==> src/rtl/control_pulse_generator_pkg.sv <==
// cp_pkg: shared constants and the opcode/step -> control-pulse decode for
// control_pulse_generator.
//   MAX_TP        : width of the timing-pulse bus from sequence_generator
//   OP_*          : opcode encodings (OP_NOOP marks an idle memory cycle)
//   CP_*          : bit positions inside the 8-bit cp strobe vector
//   state_e       : SYNC (hunting for step 1) / RUN (tracking step order)
//   cp_decode()   : pure mapping (opcode, step) -> cp strobes
package cp_pkg;

  localparam int unsigned MAX_TP = 11;

  localparam logic [2:0] OP_TC   = 3'd0;
  localparam logic [2:0] OP_CA   = 3'd1;
  localparam logic [2:0] OP_CS   = 3'd2;
  localparam logic [2:0] OP_TS   = 3'd3;
  localparam logic [2:0] OP_AD   = 3'd4;
  localparam logic [2:0] OP_XCH  = 3'd5;
  localparam logic [2:0] OP_MASK = 3'd6;
  localparam logic [2:0] OP_NOOP = 3'd7;

  localparam int unsigned CP_RSC  = 0;
  localparam int unsigned CP_RG   = 1;
  localparam int unsigned CP_RA   = 2;
  localparam int unsigned CP_WA   = 3;
  localparam int unsigned CP_WG   = 4;
  localparam int unsigned CP_ADD  = 5;
  localparam int unsigned CP_COMP = 6;
  localparam int unsigned CP_WZ   = 7;

  typedef enum logic {
    SYNC,
    RUN
  } state_e;

  function automatic logic [7:0] cp_decode(input logic [2:0] op, input logic [3:0] step);
    logic [7:0] cp;
    logic       rd_g;
    cp   = '0;
    // Opcodes that read G at step 2 are exactly those that write A at step 4.
    rd_g = (op == OP_CA) || (op == OP_CS) || (op == OP_AD) ||
           (op == OP_XCH) || (op == OP_MASK);
    if (op != OP_NOOP) begin
      case (step)
        4'd1: cp[CP_RSC] = 1'b1;
        4'd2: cp[CP_RG]  = rd_g;
        4'd3: cp[CP_RA]  = (op == OP_TS) || (op == OP_AD) ||
                           (op == OP_XCH) || (op == OP_MASK);
        4'd4: begin
          cp[CP_WA]   = rd_g;
          cp[CP_COMP] = (op == OP_CS);
          cp[CP_ADD]  = (op == OP_AD);
          cp[CP_WZ]   = (op == OP_TC);
        end
        4'd5: cp[CP_WG]  = (op == OP_TS) || (op == OP_XCH);
        default: cp = '0;
      endcase
    end
    return cp;
  endfunction

endpackage

==> src/rtl/control_pulse_generator_if.sv <==
// control_pulse_generator_if: bundles the timing-pulse inputs, instruction
// inputs and control-pulse outputs of control_pulse_generator.
//   master : drives tp/run/op_in/op_valid, observes the outputs (testbench,
//            upstream glue)
//   slave  : the control_pulse_generator side
interface control_pulse_generator_if;

  logic [cp_pkg::MAX_TP-1:0] tp;
  logic                      run;
  logic [2:0]                op_in;
  logic                      op_valid;
  logic [7:0]                cp;
  logic                      inst_done;
  logic                      seq_err;
  logic [2:0]                cur_op;
  logic                      busy;

  modport master (
    output tp, run, op_in, op_valid,
    input  cp, inst_done, seq_err, cur_op, busy
  );

  modport slave (
    input  tp, run, op_in, op_valid,
    output cp, inst_done, seq_err, cur_op, busy
  );

endinterface

==> src/rtl/control_pulse_generator_tp_edge_detect.sv <==
// tp_edge_detect: turns the level timing pulses into rising-edge step events.
//   clk, rst : system clock, synchronous active-high reset
//   tp       : timing pulses, bit k-1 = tpk
//   step     : index k of the lowest rising bit this cycle, 0 when none
//   multi    : more than one bit rose this cycle
//   any      : at least one bit rose this cycle
module tp_edge_detect
  import cp_pkg::*;
(
  input  logic              clk,
  input  logic              rst,
  input  logic [MAX_TP-1:0] tp,
  output logic [3:0]        step,
  output logic              multi,
  output logic              any
);

  logic [MAX_TP-1:0] tp_s_q, tp_s_d;
  logic [MAX_TP-1:0] tp_q, tp_d;
  logic [MAX_TP-1:0] blk_q, blk_d;
  logic [MAX_TP-1:0] ev;

  // tp_s_q is the posedge sample of tp and tp_q the sample before it, so the
  // event is seen one cycle after the first sample and the registered outputs
  // land one cycle later again. blk_q masks any bit that was already high
  // across reset until it has been seen low once.
  always_comb begin
    tp_s_d = tp;
    tp_d   = tp_s_q;
    blk_d  = blk_q & tp;
  end

  always_ff @(posedge clk) begin
    if (rst) begin
      tp_s_q <= '0;
      tp_q   <= '0;
      blk_q  <= '1;
    end else begin
      tp_s_q <= tp_s_d;
      tp_q   <= tp_d;
      blk_q  <= blk_d;
    end
  end

  always_comb begin
    ev    = tp_s_q & ~tp_q & ~blk_q;
    any   = |ev;
    multi = |(ev & (ev - {{(MAX_TP-1){1'b0}}, 1'b1}));
    step  = '0;
    for (int unsigned i = MAX_TP; i > 0; i--) begin
      if (ev[i-1]) step = 4'(i);
    end
  end

endmodule

==> src/rtl/control_pulse_generator.sv <==
// control_pulse_generator: follows the timing pulses of sequence_generator and
// issues the register-transfer strobes of the instruction latched at step 1.
//   NUM_TP : timing pulses per memory cycle (5..11)
//   clk    : system clock, posedge
//   rst    : synchronous active-high reset
//   bus    : slave side of control_pulse_generator_if
//            tp/run/op_in/op_valid in; cp, inst_done, seq_err, cur_op, busy
//            out, all registered
module control_pulse_generator
  import cp_pkg::*;
#(
  parameter int unsigned NUM_TP = 5
) (
  input  logic                        clk,
  input  logic                        rst,
  control_pulse_generator_if.slave    bus
);

  localparam logic [3:0] LAST_STEP = 4'(NUM_TP);

  logic [3:0] ev_step;
  logic       ev_multi;
  logic       ev_any;

  state_e     state_q, state_d;
  logic [3:0] exp_q, exp_d;
  logic [7:0] cp_q, cp_d;
  logic       inst_done_q, inst_done_d;
  logic       seq_err_q, seq_err_d;
  logic [2:0] cur_op_q, cur_op_d;
  logic       busy_q, busy_d;

  logic [2:0] latch_op;
  logic       single;
  logic       start;
  logic       order_err;

  tp_edge_detect u_edge (
    .clk   (clk),
    .rst   (rst),
    .tp    (bus.tp),
    .step  (ev_step),
    .multi (ev_multi),
    .any   (ev_any)
  );

  always_comb begin
    state_d     = state_q;
    exp_d       = exp_q;
    cp_d        = '0;
    inst_done_d = 1'b0;
    seq_err_d   = 1'b0;
    cur_op_d    = cur_op_q;
    // busy stays up through the inst_done strobe cycle and drops after it;
    // a step 1 in the same cycle re-raises it below.
    busy_d      = busy_q & ~inst_done_q;

    latch_op  = (bus.op_valid && bus.run) ? bus.op_in : OP_NOOP;
    single    = ev_any && !ev_multi;
    start     = 1'b0;
    order_err = 1'b0;

    case (state_q)
      SYNC: begin
        start = single && (ev_step == 4'd1);
      end
      RUN: begin
        if (ev_any) begin
          order_err = ev_multi || (ev_step != exp_q) || (ev_step > LAST_STEP);
          start     = !order_err && (ev_step == 4'd1);
        end
      end
      default: begin
        state_d = SYNC;
      end
    endcase

    if (order_err) begin
      seq_err_d = 1'b1;
      busy_d    = 1'b0;
      cur_op_d  = OP_NOOP;
      state_d   = SYNC;
      exp_d     = 4'd1;
    end else if (start) begin
      cur_op_d = latch_op;
      cp_d     = cp_decode(latch_op, 4'd1);
      busy_d   = (latch_op != OP_NOOP);
      state_d  = RUN;
      exp_d    = 4'd2;
    end else if (state_q == RUN && ev_any) begin
      cp_d = cp_decode(cur_op_q, ev_step);
      if (ev_step == LAST_STEP) begin
        exp_d       = 4'd1;
        inst_done_d = (cur_op_q != OP_NOOP);
      end else begin
        exp_d = ev_step + 4'd1;
      end
    end
  end

  always_ff @(posedge clk) begin
    if (rst) begin
      state_q     <= SYNC;
      exp_q       <= 4'd1;
      cp_q        <= '0;
      inst_done_q <= 1'b0;
      seq_err_q   <= 1'b0;
      cur_op_q    <= OP_NOOP;
      busy_q      <= 1'b0;
    end else begin
      state_q     <= state_d;
      exp_q       <= exp_d;
      cp_q        <= cp_d;
      inst_done_q <= inst_done_d;
      seq_err_q   <= seq_err_d;
      cur_op_q    <= cur_op_d;
      busy_q      <= busy_d;
    end
  end

  assign bus.cp        = cp_q;
  assign bus.inst_done = inst_done_q;
  assign bus.seq_err   = seq_err_q;
  assign bus.cur_op    = cur_op_q;
  assign bus.busy      = busy_q;

endmodule

==> src/flat_wrapper.sv <==
// flat-port wrapper written by rule: the top's interface ports become plain ports
module control_pulse_generator_flat import cp_pkg::*;
#(
  parameter int unsigned NUM_TP = 5
)
  (clk, rst, bus_tp, bus_run, bus_op_in, bus_op_valid, bus_cp, bus_inst_done, bus_seq_err, bus_cur_op, bus_busy);
  control_pulse_generator_if bus_i ();
  input  logic clk;
  input  logic rst;
  input wire logic [$bits(bus_i.tp)-1:0] bus_tp;
  input wire logic [$bits(bus_i.run)-1:0] bus_run;
  input wire logic [$bits(bus_i.op_in)-1:0] bus_op_in;
  input wire logic [$bits(bus_i.op_valid)-1:0] bus_op_valid;
  output wire logic [$bits(bus_i.cp)-1:0] bus_cp;
  output wire logic [$bits(bus_i.inst_done)-1:0] bus_inst_done;
  output wire logic [$bits(bus_i.seq_err)-1:0] bus_seq_err;
  output wire logic [$bits(bus_i.cur_op)-1:0] bus_cur_op;
  output wire logic [$bits(bus_i.busy)-1:0] bus_busy;
  assign bus_i.tp = bus_tp;
  assign bus_i.run = bus_run;
  assign bus_i.op_in = bus_op_in;
  assign bus_i.op_valid = bus_op_valid;
  assign bus_cp = bus_i.cp;
  assign bus_inst_done = bus_i.inst_done;
  assign bus_seq_err = bus_i.seq_err;
  assign bus_cur_op = bus_i.cur_op;
  assign bus_busy = bus_i.busy;
  control_pulse_generator #(.NUM_TP(NUM_TP)) u_core (.clk(clk), .rst(rst), .bus(bus_i));
endmodule
==> config.mk <==
export PLATFORM = sky130hd
export DESIGN_NAME = control_pulse_generator_flat
export DESIGN_NICKNAME = d
export VERILOG_FILES = /design/src/rtl/control_pulse_generator_pkg.sv /design/src/rtl/control_pulse_generator_if.sv /design/src/rtl/control_pulse_generator_tp_edge_detect.sv /design/src/rtl/control_pulse_generator.sv /design/src/flat_wrapper.sv
export SDC_FILE = /design/constraint.sdc
export NUM_CORES = 1
export LEC_CHECK = 0
export BUFFER_PORTS_ARGS = -buffer_cell sky130_fd_sc_hd__buf_2
export CAP_MARGIN = 15
export CORE_MARGIN = 2
export CORE_UTILIZATION = 30
export DETAILED_ROUTE_END_ITERATION = 8
export PLACE_DENSITY = 0.48
export REMOVE_ABC_BUFFERS = 1
export SLEW_MARGIN = 20
export SYNTH_ARGS = -nofsm -noshare
export SYNTH_HDL_FRONTEND = slang
export SYNTH_SLANG_ARGS = --single-unit
==> constraint.sdc <==
create_clock -name clk -period 3.9 [get_ports clk]
set_clock_uncertainty 0.1 [all_clocks]
set_input_delay 0.195 -clock clk [delete_from_list [all_inputs] [get_ports clk]]
set_output_delay 0.195 -clock clk [all_outputs]
set_load 0.02 [all_outputs]
Yosys cells after proc, flatten, opt, wreduce, memory -nomap -nowiden
Index checks and enable logic that the tools add are counted.
{"block": "totals", "regBits": 52, "inputBits": 18, "out_inout_bits": 14, "word_cells": 94}
{"block": "op_classes", "add_sub_neg": 2, "n_lt_le_gt_ge": 1, "eq_ne": 14, "mux": 31, "n_bitwise": 11, "reduce_logical": 24}
{"cell": "$mux W4", "n": 12}
{"cell": "$and A11 B11 Y11", "n": 4}
{"cell": "$mux W8", "n": 3}
{"cell": "$not A11 Y11", "n": 2}
{"cell": "$reduce_or A11 Y1", "n": 2}
{"cell": "$mux W1", "n": 11}
{"cell": "$sub A11 B1 Y11 const B", "n": 1}
{"cell": "$logic_or A1 B1 Y1", "n": 10}
{"cell": "$eq A3 B3 Y1 const B", "n": 3}
{"cell": "$eq A4 B2 Y1 const B", "n": 2}
{"cell": "$eq A4 B3 Y1 const B", "n": 2}
{"cell": "$eq A3 B2 Y1 const B", "n": 2}
{"cell": "$mux W3", "n": 2}
{"cell": "$ne A3 B3 Y1 const B", "n": 2}
{"cell": "$logic_and A1 B1 Y1", "n": 5}
{"cell": "$reduce_or A5 Y1", "n": 1}
{"cell": "$add A4 B1 Y4 const B", "n": 1}
{"cell": "$eq A4 B1 Y1 const B", "n": 1}
{"cell": "$gt A4 B3 Y1 const B", "n": 1}
{"cell": "$mux W2", "n": 2}
{"cell": "$ne A4 B4 Y1", "n": 1}
{"cell": "$not A1 Y1", "n": 4}
{"cell": "$eq A3 B1 Y1 const B", "n": 1}
{"cell": "$logic_not A3 Y1", "n": 1}
{"cell": "other kinds (6)", "n": 7}

Logic depth before layout (Yosys ltp)
Gate-level depths: netlist of run 1.
{"block": "logic_depth", "word_depth": 22, "depth_mapped": 8, "ltp_nobuf": 7}

Hierarchy
Synthesis of run 1 repeated with hierarchy kept, for this count alone.
{"block": "unflattened", "cells_unflattened": 224, "area_unflattened_um2": 2232.1}
{"module": "tp_edge_detect", "instances": 1, "cells_each": 114, "area_each_um2": 1232.4, "seq_area_each_um2": 660.6}
{"module": "control_pulse_generator", "instances": 1, "cells_each": 110, "area_each_um2": 999.7, "seq_area_each_um2": 380.4}

Worst setup path after synthesis of run 1
Ideal clock, no wire load.
{"block": "synth_path", "path_type": "reg-to-reg", "startpoint": "register u_core.u_edge.tp_q[2]", "endpoint": "register u_core.cp_q[5] (netlist: u_core.bus.cp[5])", "setup_time_ps": 88, "arrival_ps": 2228, "t_required_ps": 3712, "slack_ps": 1485, "stages_incl_launch_ff": 8, "path_buffers": 0, "synth_period_minus_slack_ps": 2415, "path_cell_list": "dfxtp_1 -> or3b_1 -> o221a_2 -> a311oi_2 -> mux2_4 -> a2111oi_4 -> nand4_2 -> nor4b_2"}
{"block": "synth_via", "elab_chain_len": 14, "word_cells_on_any_way": 31, "cone_classes": "add/sub: 1; order compare: 1; eq/ne: 3; mux: 11; bitwise: 4; reduce/logical: 11"}
{"item": "start: declaration", "line_no": "control_pulse_generator_tp_edge_detect.sv:19", "source": "logic [MAX_TP-1:0] tp_q, tp_d;"}
{"item": "start signal: assignment", "line_no": "control_pulse_generator_tp_edge_detect.sv:40", "source": "tp_q <= tp_d;"}
{"item": "$not A11 Y11 *", "line_no": "control_pulse_generator_tp_edge_detect.sv:46", "source": "ev = tp_s_q & ~tp_q & ~blk_q;"}
{"item": "$and A11 B11 Y11 * (2 in series)", "line_no": "control_pulse_generator_tp_edge_detect.sv:46"}
{"item": "parallel branches: the longest is 11 deep, another holds $sub A11 B1 Y11"}
{"item": "end signal: assignment", "line_no": "control_pulse_generator.sv:113", "source": "cp_q <= cp_d;"}
{"item": "end: declaration", "line_no": "control_pulse_generator.sv:27", "source": "logic [7:0] cp_q, cp_d;"}
Every way passes the cells marked *.
A chain may end at the register's enable or synchronous reset.

Final worst setup path of run 1
{"block": "layout_path", "startpoint": "register u_core.u_edge.tp_s_q[0] (netlist: u_core.u_edge.tp_d[0])", "endpoint": "register u_core.exp_q[2]"}
{"block": "layout_via", "elab_chain_len": 12, "word_cells_on_any_way": 26, "cone_classes": "add/sub: 2; order compare: 1; eq/ne: 3; mux: 6; bitwise: 3; reduce/logical: 11"}
{"item": "start: declaration", "line_no": "control_pulse_generator_tp_edge_detect.sv:18", "source": "logic [MAX_TP-1:0] tp_s_q, tp_s_d;"}
{"item": "start signal: assignment", "line_no": "control_pulse_generator_tp_edge_detect.sv:39", "source": "tp_s_q <= tp_s_d;"}
{"item": "$and A11 B11 Y11 * (2 in series)", "line_no": "control_pulse_generator_tp_edge_detect.sv:46"}
{"item": "$sub A11 B1 Y11", "line_no": "control_pulse_generator_tp_edge_detect.sv:48", "source": "multi = |(ev & (ev - {{(MAX_TP-1){1'b0}}, 1'b1}));"}
{"item": "$and A11 B11 Y11", "line_no": "control_pulse_generator_tp_edge_detect.sv:48"}
{"item": "$reduce_or A11 Y1", "line_no": "control_pulse_generator_tp_edge_detect.sv:48"}
{"item": "$logic_or A1 B1 Y1 (2 in series)", "line_no": "control_pulse_generator.sv:69", "source": "order_err = ev_multi || (ev_step != exp_q) || (ev_step > LAST_STEP);"}
{"item": "$logic_not A1 Y1", "line_no": "control_pulse_generator.sv:70", "source": "start = !order_err && (ev_step == 4'd1);"}
{"item": "$logic_and A1 B1 Y1", "line_no": "control_pulse_generator.sv:70"}
{"item": "$mux W1", "line_no": "control_pulse_generator.sv:68", "source": "if (ev_any) begin"}
{"item": "$pmux W1 S2", "line_no": "control_pulse_generator.sv:63", "source": "case (state_q)"}
{"item": "$reduce_or A3 Y1 (no line)"}
{"item": "end signal: assignment", "line_no": "control_pulse_generator.sv:112", "source": "exp_q <= exp_d;"}
{"item": "end: declaration", "line_no": "control_pulse_generator.sv:26", "source": "logic [3:0] exp_q, exp_d;"}
Every way passes the cells marked *; elsewhere a longest branch is shown, timed or not.

==> metrics.md, run 1 <==
| Metric | Value |
|---|---|
| Status | `finished clean` |
| Most common cell after layout, fill and taps aside | `dfxtp_1` |
| Met2 Track Usage GR | `17.1%` |
| Crit end category | `flip-flop` |
| Syn Inst Count | `approximately 220` |
| LEAKAGE | `0.00108 uW` |
| Register area | `approximately 0.0010 sq mm` |
| Final hold vios | `0` |
| Max FO, Critical Path | `11` |
| Gr busiest metal | `met2` |
| Starting DRT DRC Count | `32` |
| Setup TNS | `0 ps` |
| WS Path Type | `reg -> reg` |
| Hold-critical path depth | `2` |
| Worst vdd ir | `153 uV` |
| Top Ports | `32` |
| Clock network power share | `a little under two fifths` |
| Switching power | `265 uW` |
| Pins Over Slew Limit | `0` |
| Routed vias | `around 1.7k` |
| Wire length of the first global-routing pass | `between 7000 and 8000 um` |
| Final Cycle Share | `around 70%` |
| Die height | `around 91 um` |
| Die area | `~0.0083 sq mm` |
| Met1 Use GR | `about 15%` |
| Clock tree buffer depth | `2` |
| Net Sw Frac | `between 20% and 30%` |
| CP delay by family, top | `simple AND/OR/NAND/NOR gates` |
| Drt total wl | `4500 um` |
| Max-cap viol count | `0` |
| Post-route antenna net violation count | `0` |
| Number of gates resized after CTS | `0` |
| Grt met3 use | `~3.1%` |
| RR Startpoint | `u_core.u_edge.tp_d[0]` |
| Buffers & Inverters on Critical Path | `0` |
| Clock-pin slew on the worst setup and hold paths | `90 ps` |
| CTS tree | `done` |
| Worst Reg-to-Reg Cells | `6` |
| Slew margin rel. | `between 50% and 60%` |
| Ys async rst share | `0%` |
| Logic pwr share | `about an eighth` |
| H-tree depth | `2` |
| CTS Sinks | `52` |
| Gr usage total | `11.2%` |
| RSZ-0062 raised after global routing | `no` |
| Crit path DAT | `2800 ps` |
| Pin count of the biggest net entering global routing | `39` |
| Tmin final | `2690 ps` |
| Core footprint | `0.00733 sq mm` |
| Synth Cell Area | `approximately 0.0023 sq mm` |
| Worst path depth | `6` |
| Most frequent cells in the layout | `dfxtp_1 (52), buf_2 (31), nor2b_1 (26)` |
| CP Launch Type | `flip-flop` |
| Site Rows | `31` |
| Multi-input combinational cell area | `around 0.0012 sq mm` |
| Drt pass-1 iters | `4` |
| Worst min-delay path category | `in -> reg` |
| Final #Nets | `277` |
| Max Freq | `about 370 MHz` |
| Antenna diodes | `0` |
| Root buffer cell | `clkbuf_8` |
| TritonCTS buffer count | `5` |
| Syn Area/Cell | `between 10 and 15 sq um` |
| Share of post-route cells with drive strength above 1 | `about a quarter` |
| Hpwl dp | `3320 um` |
| Setup-failing EPs final | `0` |
| Slew @ Worst Pin | `between 700 and 800 ps` |
| P_int | `between 800 and 900 uW` |
| P per Cell Area | `approximately 420 mW/mm^2` |
| Vias/cell | `around 4.7` |
| Worst Setup SP | `u_core.u_edge.tp_d[0]` |
| Clk_lat worst skew | `about 300 ps` |
| Synthesis warning total | `0` |
| Antenna violations before repair | `0` |
| Hold Crit Start | `bus_tp[0]` |
| Initial core utilization | `between 30% and 40%` |
| Final global-route overflow total | `0` |
| Vias in the first global route | `between 1.5k and 2k` |
| Seq pwr share | `50.2%` |
| Post-synthesis sequential area ratio | `between 40% and 50%` |
| Die W | `a little over 90 um` |
| Worst path required time | `4010 ps` |
| Crit path cell chain | `nor3b_4 -> nor3_1 -> a32oi_1 -> nor4_4 -> a41oi_2 -> nor4_1` |
| EDFF count, synth | `0` |
| Yosys reg bits | `52` |
| CP peak stage delay | `490 ps` |
| Netlist cell types | `55` |
| Number of buffers added on ports | `31` |
| CP max stage cell | `nor4_4` |
| Final core occ | `about 37%` |
| Worst hold slack | `5.83 ps` |
| Routed WL per cell | `~13 um` |
| Power Total | `roughly 1100 uW` |
| Most used DFF post-synth | `dfxtp_1` |
| Fill cells | `approximately 750` |
| # DRC | `0` |
| GPL Wtd Cong | `between 0.7 and 0.8` |
| Synthesis-to-finish area growth | `19.6%` |
## stage by stage
stage	worst slack, ps	instance area, sq um	instances
after floorplan	1480	2250	213
after global placement	1250	2530	343
after detailed placement	1190	2530	343
after CTS	1160	2740	358
after global routing	984	2740	358
final	1210	2740	358
## cells by family after synthesis
kind of cell / Yosys count / share of synthesized area [%]
adder cells (fa/ha/maj): 2 / 0.875
flip-flops: 52 / 45.5
XOR/XNOR: 3 / 1.15
AND/OR/NAND/NOR: 101 / 31.8
buffers and inverters: 9 / 1.91
AO/OA/AOI/OAI: 53 / 18.1
multiplexers: 1 / 0.656
## what timing repair did
item | in CTS | in global routing
buffers inserted | 0 | 0
hold buffers | 8 | 0
hold endpoints to repair | 8 | 0
## layout make-up
cell class / count / area share, %
clock buffers: 5 / 2.52
clock inverters: 2 / 2.20
inverters: 1 / 0.137
multi-input cells: 160 / 44.0
flip-flops and latches: 52 / 38.1
well taps: 99 / 4.53
repair buffers: 39 / 8.60
## power by group through the flow
stage | Combinational, uW | Sequential, uW | Clock (uW)
2_1_floorplan | 102 | 580 | 0
3_3_place_gp | 138 | 583 | 0
3_5_place_dp | 139 | 584 | 0
4_1_cts | 146 | 571 | 436
5_1_grt | 160 | 575 | 457
6_report | 145 | 571 | 422
## synth_stat cells, drive strengths merged, types with 3 or more instances
| cell | number | area, sq um |
|---|---|---|
| nor4 | 8 | 80.1 |
| a211oi | 3 | 22.5 |
| nand3 | 3 | 15.0 |
| o21bai | 4 | 30.0 |
| nand2 | 11 | 41.3 |
| buf | 4 | 25.0 |
| a31oi | 5 | 31.3 |
| dfxtp | 52 | 1040 |
| nor2b | 26 | 163 |
| nor3b | 12 | 154 |
| a21o | 11 | 82.6 |
| a21oi | 7 | 38.8 |
| clkbuf | 4 | 15.0 |
| or3b | 6 | 55.1 |
| o21ai | 7 | 35.0 |
| or3 | 3 | 23.8 |
| nor2 | 18 | 70.1 |
| nor3 | 5 | 35.0 |
## flip-flops by register name, summed over array words and instances, names as in the netlist
name and count:
u_core.state_q 1, u_core.bus.busy 1, u_core.u_edge.tp_d 11, u_core.bus.cp 8, u_core.u_edge.tp_q 11, u_core.bus.inst_done 1
u_core.u_edge.blk_q 11, u_core.bus.cur_op 3, u_core.bus.seq_err 1, u_core.exp_q 4
## worst paths after layout
| path | slack (ps) | endpoint |
|---|---|---|
| min | 6 | u_core.u_edge.blk_q[0] |
| max | 1210 | u_core.exp_q[2] |
| max reg2reg | 1210 | u_core.exp_q[2] |
| min reg2reg | 370 | u_core.u_edge.tp_q[10] |
## routing by layer
layer | part of all wire [%] | wire length, um
met5 | 0 | 0
met2 | 44 | 1960
met1 | 51 | 2310
met3 | 4.0 | 181
met4 | 1.1 | 49
Power figures use the tool's default switching activity.
==> inputs of run 2 (changes only) <==
Clock period 3.9 ns to 2.8 ns, I/O delays scaled along.
==> metrics.md, run 2 (synthesized netlist as in run 1, its figures left out) <==
| Metric | Value |
|---|---|
| Status | `finished clean (unchanged)` |
| Gr usage total | `10.9% (was 11.2%)` |
| Fill cells | `760 (was 751)` |
| Slew margin rel. | `53.5% (was 51.3%)` |
| Top Ports | `32 (unchanged)` |
| Post-route antenna net violation count | `0 (unchanged)` |
| Die area | `0.00834 sq mm (unchanged)` |
| Initial core utilization | `31.2% (unchanged)` |
| Crit end category | `flip-flop (unchanged)` |
| Die height | `91.3 um (unchanged)` |
| Pin count of the biggest net entering global routing | `39 (unchanged)` |
| Vias in the first global route | `1633 (was 1586)` |
| Worst min-delay path category | `in -> reg (unchanged)` |
| P per Cell Area | `538 mW/mm^2 (was 416 mW/mm^2)` |
| Setup TNS | `0 ps (unchanged)` |
| Antenna diodes | `0 (unchanged)` |
| RSZ-0062 raised after global routing | `no (unchanged)` |
| Final hold vios | `0 (unchanged)` |
| Clock-pin slew on the worst setup and hold paths | `90 ps (about the same)` |
| # DRC | `0 (unchanged)` |
| Number of buffers added on ports | `31 (unchanged)` |
| Max Freq | `381 MHz (was 371 MHz)` |
| Worst hold slack | `3.47 ps (was 5.83 ps)` |
| LEAKAGE | `0.00112 uW (was 0.00108 uW)` |
| Worst vdd ir | `259 uV (was 153 uV)` |
| CTS tree | `done (unchanged)` |
| CP Launch Type | `flip-flop (unchanged)` |
| Routed WL per cell | `12.1 um (was 12.6 um)` |
| Vias/cell | `4.64 (was 4.69)` |
| Placed cells | `350 (was 343)` |
| CP peak stage delay | `400 ps (was 490 ps)` |
| Drt total wl | `4480 um (was 4500 um)` |
| Most common cell after layout, fill and taps aside | `dfxtp_1 (unchanged)` |
| Final Cycle Share | `93.8% (was 69.1%)` |
| Routed vias | `1718 (was 1678)` |
| Site Rows | `31 (unchanged)` |
| Wire length of the first global-routing pass | `7490 um (was 7510 um)` |
| Number of gates resized after CTS | `0 (unchanged)` |
| Post-CTS Setup Repair Bufs | `0 (unchanged)` |
| Root buffer cell | `clkbuf_8 (unchanged)` |
| WS Path Type | `reg -> reg (unchanged)` |
| Final global-route overflow total | `0 (unchanged)` |
| Most frequent cells in the layout | `dfxtp_1 (52), buf_2 (31), nor2b_1 (26) (unchanged)` |
| Tmin final | `2630 ps (was 2690 ps)` |
| CTS Sinks | `52 (unchanged)` |
| TritonCTS buffer count | `5 (unchanged)` |
| Max FO, Critical Path | `5 (was 11)` |
| Drt pass-1 iters | `4 (unchanged)` |
| Synthesis-to-finish area growth | `22.7% (was 19.6%)` |
| Max-cap viol count | `0 (unchanged)` |
| Setup-failing EPs final | `0 (unchanged)` |
| Clk_lat worst skew | `300 ps (about the same)` |
| Core footprint | `0.00733 sq mm (unchanged)` |
| Worst path required time | `2910 ps (was 4010 ps)` |
| Hold-fix buffers, CTS | `12 (was 8)` |
| H-tree depth | `2 (unchanged)` |
| Clock tree buffer depth | `2 (unchanged)` |
| Starting DRT DRC Count | `55 (was 32)` |
| GPL Wtd Cong | `0.772 (was 0.793)` |
| Antenna violations before repair | `0 (unchanged)` |
| Final #Nets | `288 (was 277)` |
| Hpwl dp | `3330 um (was 3320 um)` |
| Pins Over Slew Limit | `0 (unchanged)` |
| Crit path DAT | `2740 ps (was 2800 ps)` |
| Crit path cell chain | `nor3b_1 -> nor2_1 -> a311oi_2 -> mux2_4 -> a2111oi_4 -> nand4_2 -> nor4b_2 (was nor3b_4 -> nor3_1 -> a32oi_1 -> nor4_4 -> a41oi_2 -> nor4_1)` |
| Share of post-route cells with drive strength above 1 | `28.0% (was 26.6%)` |
| CP max stage cell | `nor3b_1 (was nor4_4)` |
| Slew @ Worst Pin | `698 ps (was 730 ps)` |
| Finished Layout Cells | `370 (was 358)` |
| Die W | `91.3 um (unchanged)` |
run 2: changes by cell type in the layout (fill, tap and decap cells not counted), sizes merged:
cell / change
buf: +7
dlygate4sd3: +4
bufinv: -1
clkbuf: +1
clkinv: +1
run 2: routing by layer:
layer,vias to the layer above,global-route usage [%],share of wire [%]
met5,-,0,0
li1,903,-,-
met1,778,14.6,51
met4,0,3.66,0.94
met3,4,2.57,3.8
met2,33,17.2,44
run 2: area by class of cell:
class                           instances  area (sq um)  share of cell area, %
Multi-Input combinational cell        160          1200                   42.8
Sequential cell                        52          1040                   37.1
Timing Repair Buffer                   50           328                   11.7
Tap cell                               99           124                   4.41
Clock buffer                            6          72.6                   2.59
Clock inverter                          2          35.0                   1.25
Inverter                                1          3.75                  0.134
run 2: power breakdown:
group | switching [uW] | internal [uW]
registers | 23.9 | 772
logic | 111 | 105
clock network | 233 | 265
run 2: final timing paths:
path	start	to	slack, ps	cells past startpoint
worst max-delay path	u_core.u_edge.tp_d[5]	u_core.bus.cp[5]	170	7
worst min register to register	u_core.u_edge.tp_d[3]	u_core.u_edge.tp_q[3]	370	1
worst max register to register	u_core.u_edge.tp_d[5]	u_core.bus.cp[5]	170	7
worst min-delay path	bus_op_in[1]	u_core.bus.cur_op[1]	3	3
run 2: critical path: cells and delay by family, from the launching register on:
kind	cells	cell delay, ps
simple gates	4	1020
flops	1	340
compound gates	2	710
mux	1	380
run 2: stage by stage:
stage | instance area [sq um] | power, uW | util, % | setup WS [ps]
final | 2810 | 1510 | 38.3 | 173
after global routing | 2810 | 1590 | 38.3 | 10.2
after CTS | 2810 | 1530 | 38.3 | 178
after detailed placement | 2580 | 1020 | 35.2 | 235
after global placement | 2580 | 1020 | 35.2 | 259
after floorplan | 2250 | 951 | - | 384
==> inputs of run 3 (changes only) <==
Settings changed: ABC_AREA set to 1, CORE_ASPECT_RATIO set to 1.2.
==> metrics.md, run 3 <==
| Metric | Value |
|---|---|
| Synthesis-to-finish area growth | `21.3% (was 22.7%)` |
| CP peak stage delay | `330 ps (was 400 ps)` |
| RR Startpoint | `u_core.u_edge.tp_d[0] (was u_core.u_edge.tp_d[5])` |
| Die area | `0.00850 sq mm (was 0.00834 sq mm)` |
| CTS Sinks | `52 (unchanged)` |
| Final core occ | `37.2% (was 38.3%)` |
| Worst min-delay path category | `in -> reg (unchanged)` |
| TritonCTS buffer count | `5 (unchanged)` |
| Worst path required time | `2900 ps (was 2910 ps)` |
| Syn Inst Count | `317 (was 221)` |
| Gr usage total | `11.5% (was 10.9%)` |
| Multi-input combinational cell area | `0.00104 sq mm (was 0.00120 sq mm)` |
| Seq pwr share | `49.4% (was 52.7%)` |
| Share of the synthesized area in the top cell type | `44.6% (was 45.5%)` |
| Status | `finished clean (unchanged)` |
| Setup TNS | `0 ps (unchanged)` |
| Most common cell after layout, fill and taps aside | `nand2_1 (was dfxtp_1)` |
| Clock-pin slew on the worst setup and hold paths | `90 ps (about the same)` |
| Most used DFF post-synth | `dfxtp_1 (unchanged)` |
| Ys async rst share | `0% (unchanged)` |
| Crit path DAT | `2260 ps (was 2740 ps)` |
| CP max stage cell | `dfxtp_1 (was nor3b_1)` |
| Routed vias | `1968 (was 1718)` |
| Final hold vios | `0 (unchanged)` |
| Max Freq | `463 MHz (was 381 MHz)` |
| Yosys reg bits | `52 (unchanged)` |
| Die height | `101 um (was 91.3 um)` |
| Register area | `0.00104 sq mm (unchanged)` |
| Initial core utilization | `30.6% (was 31.2%)` |
| WS Path Type | `reg -> reg (unchanged)` |
| Max FO, Critical Path | `10 (was 5)` |
| Crit path cell chain | `inv_2 -> nor2_4 -> nand2_8 -> inv_4 -> nor2_4 -> nand3_1 -> nand3_1 -> nor2_1 -> nand3_1 -> nor2_4 -> nand3_4 -> nand2_2 -> nand3_4 -> nand3_2 -> nor2_1 (was nor3b_1 -> nor2_1 -> a311oi_2 -> mux2_4 -> a2111oi_4 -> nand4_2 -> nor4b_2)` |
| CTS tree | `done (unchanged)` |
| Antenna violations before repair | `0 (unchanged)` |
| Most frequent cells after synthesis | `nand2_1 (63), inv_1 (57), dfxtp_1 (52) (was dfxtp_1 (52), nor2b_1 (26), nor2_1 (17))` |
| Final Cycle Share | `77.1% (was 93.8%)` |
| Slew @ Worst Pin | `542 ps (was 698 ps)` |
| Clock network power share | `37.1% (was 33.0%)` |
| P_int | `1200 uW (was 1140 uW)` |
| Slew margin rel. | `63.8% (was 53.5%)` |
| Post-Layout Inst Area | `0.00283 sq mm (was 0.00281 sq mm)` |
| LEAKAGE | `0.00152 uW (was 0.00112 uW)` |
| Fill cells | `817 (was 760)` |
| Top Ports | `32 (unchanged)` |
| Root buffer cell | `clkbuf_8 (unchanged)` |
| Power Total | `1590 uW (was 1510 uW)` |
| Switching power | `388 uW (was 368 uW)` |
| Antenna diodes | `0 (unchanged)` |
| Vias/cell | `4.33 (was 4.64)` |
| Worst Setup SP | `u_core.u_edge.tp_d[0] (was u_core.u_edge.tp_d[5])` |
| Synthesis warning total | `0 (unchanged)` |
| Area leader, netlist | `dfxtp_1 (unchanged)` |
| RSZ-0062 raised after global routing | `no (unchanged)` |
| Hpwl dp | `3520 um (was 3330 um)` |
| Pins Over Slew Limit | `0 (unchanged)` |
| Post-route antenna net violation count | `0 (unchanged)` |
| CP delay by family, top | `simple AND/OR/NAND/NOR gates (unchanged)` |
| Post-synthesis sequential area ratio | `44.6% (was 45.5%)` |
| Final global-route overflow total | `0 (unchanged)` |
| Crit end category | `flip-flop (unchanged)` |
| EDFF count, synth | `0 (unchanged)` |
| Clock tree buffer depth | `2 (unchanged)` |
| Post-CTS Setup Repair Bufs | `0 (unchanged)` |
| Most common cell in the netlist | `nand2_1 (was dfxtp_1)` |
| GPL Wtd Cong | `0.833 (was 0.772)` |
| Buffers & Inverters on Critical Path | `2 (was 0)` |
| CP Launch Type | `flip-flop (unchanged)` |
| Netlist cell types | `28 (was 55)` |
| Die W | `84.5 um (was 91.3 um)` |
| Hold Crit Start | `bus_op_in[1] (unchanged)` |
| Starting DRT DRC Count | `64 (was 55)` |
| Tmin final | `2160 ps (was 2630 ps)` |
| Clk_lat worst skew | `300 ps (about the same)` |
| Vias in the first global route | `1837 (was 1633)` |
| Routed WL per cell | `10.0 um (was 12.1 um)` |
| Worst hold slack | `66.8 ps (was 3.47 ps)` |
| Wire length of the first global-routing pass | `7980 um (was 7490 um)` |
| Synth Cell Area | `0.00233 sq mm (was 0.00229 sq mm)` |
| Number of buffers added on ports | `31 (unchanged)` |
| Net Sw Frac | `24.4% (about the same)` |
| Drt pass-1 iters | `4 (unchanged)` |
| Max-cap viol count | `0 (unchanged)` |
| Core footprint | `0.00762 sq mm (was 0.00733 sq mm)` |
| Setup-failing EPs final | `0 (unchanged)` |
| Final #Nets | `381 (was 288)` |
| # DRC | `0 (unchanged)` |
| Logic pwr share | `13.5% (was 14.3%)` |
| Drt total wl | `4570 um (was 4480 um)` |
| Pin count of the biggest net entering global routing | `24 (was 39)` |
| Share of post-route cells with drive strength above 1 | `19.0% (was 28.0%)` |
| Syn Area/Cell | `7.36 sq um (was 10.3 sq um)` |
| Site Rows | `35 (was 31)` |
| H-tree depth | `2 (unchanged)` |
| Post-DP Area | `0.00259 sq mm (was 0.00258 sq mm)` |
| Worst vdd ir | `216 uV (was 259 uV)` |
| P per Cell Area | `561 mW/mm^2 (was 538 mW/mm^2)` |
| Largest cells by area after synthesis | `dfxtp_1 (45%), nand2_1 (10%), inv_1 (9.2%) (was dfxtp_1 (46%), nor2b_1 (7.1%), a21o_1 (3.6%))` |
| Most frequent cells in the layout | `nand2_1 (63), inv_1 (57), dfxtp_1 (52) (was dfxtp_1 (52), buf_2 (31), nor2b_1 (26))` |
-- run 3: area by class of cell --
class                      instances  share of cell area, %
sequential                        52                   36.8
multi-input combinational        199                   36.6
timing repair buffer              42                   9.37
inverter                          63                   8.62
tap                               92                   4.07
clock buffer                       5                   2.43
clock inverter                     2                   2.12
-- run 3: power groups by stage --
stage                     Clock [uW]  Combinational, uW  Sequential, uW
after floorplan                    0                152             802
after global placement             0                205             802
after detailed placement           0                205             802
after CTS                        614                217             785
after global routing             638                248             788
final                            590                214             784
-- run 3: worst min-delay path, stage by stage --
cell      delay (ps)
buf_2             70
nand3b_1         110
nand2_1           60
nand3_1           50
-- run 3: metal layers --
| metal | global-route usage [%] | part of all wire (%) |
|---|---|---|
| met1 | 13.5 | 46 |
| met2 | 20.7 | 48 |
| met3 | 2.29 | 3.6 |
| met4 | 4.40 | 1.5 |
| met5 | 0 | 0 |
-- run 3: final timing paths --
| kind | endpoint | slack [ps] | cells past startpoint |
|---|---|---|---|
| max | u_core.bus.cp[3] | 640 | 15 |
| min reg2reg | u_core.u_edge.tp_q[1] | 320 | 2 |
| min | u_core.bus.cur_op[1] | 70 | 4 |
| max reg2reg | u_core.bus.cp[3] | 640 | 15 |
-- run 3: logic make-up (layout without fill, tap and decap cells) --
group	after synthesis	in the layout	share of synthesized area (%)
and+or+nand+nor	174	174	38.5
AOI/OAI and AO/OA	24	24	5.58
xor gates and xnor gates	1	1	0.375
DFF	52	52	44.6
buffers and inverters	66	112	10.9
-- run 3: metrics by stage --
stage | cells | setup WS (ps)
after global routing | 455 | 335
after global placement | 437 | 657
after CTS | 455 | 612
after floorplan | 314 | 910
final | 455 | 641
after detailed placement | 437 | 629
-- run 3: timing repair --
action / in CTS / in global routing
hold buffers: 11 / 0
hold endpoints to repair: 22 / 0
gates resized for setup: 0 / 0
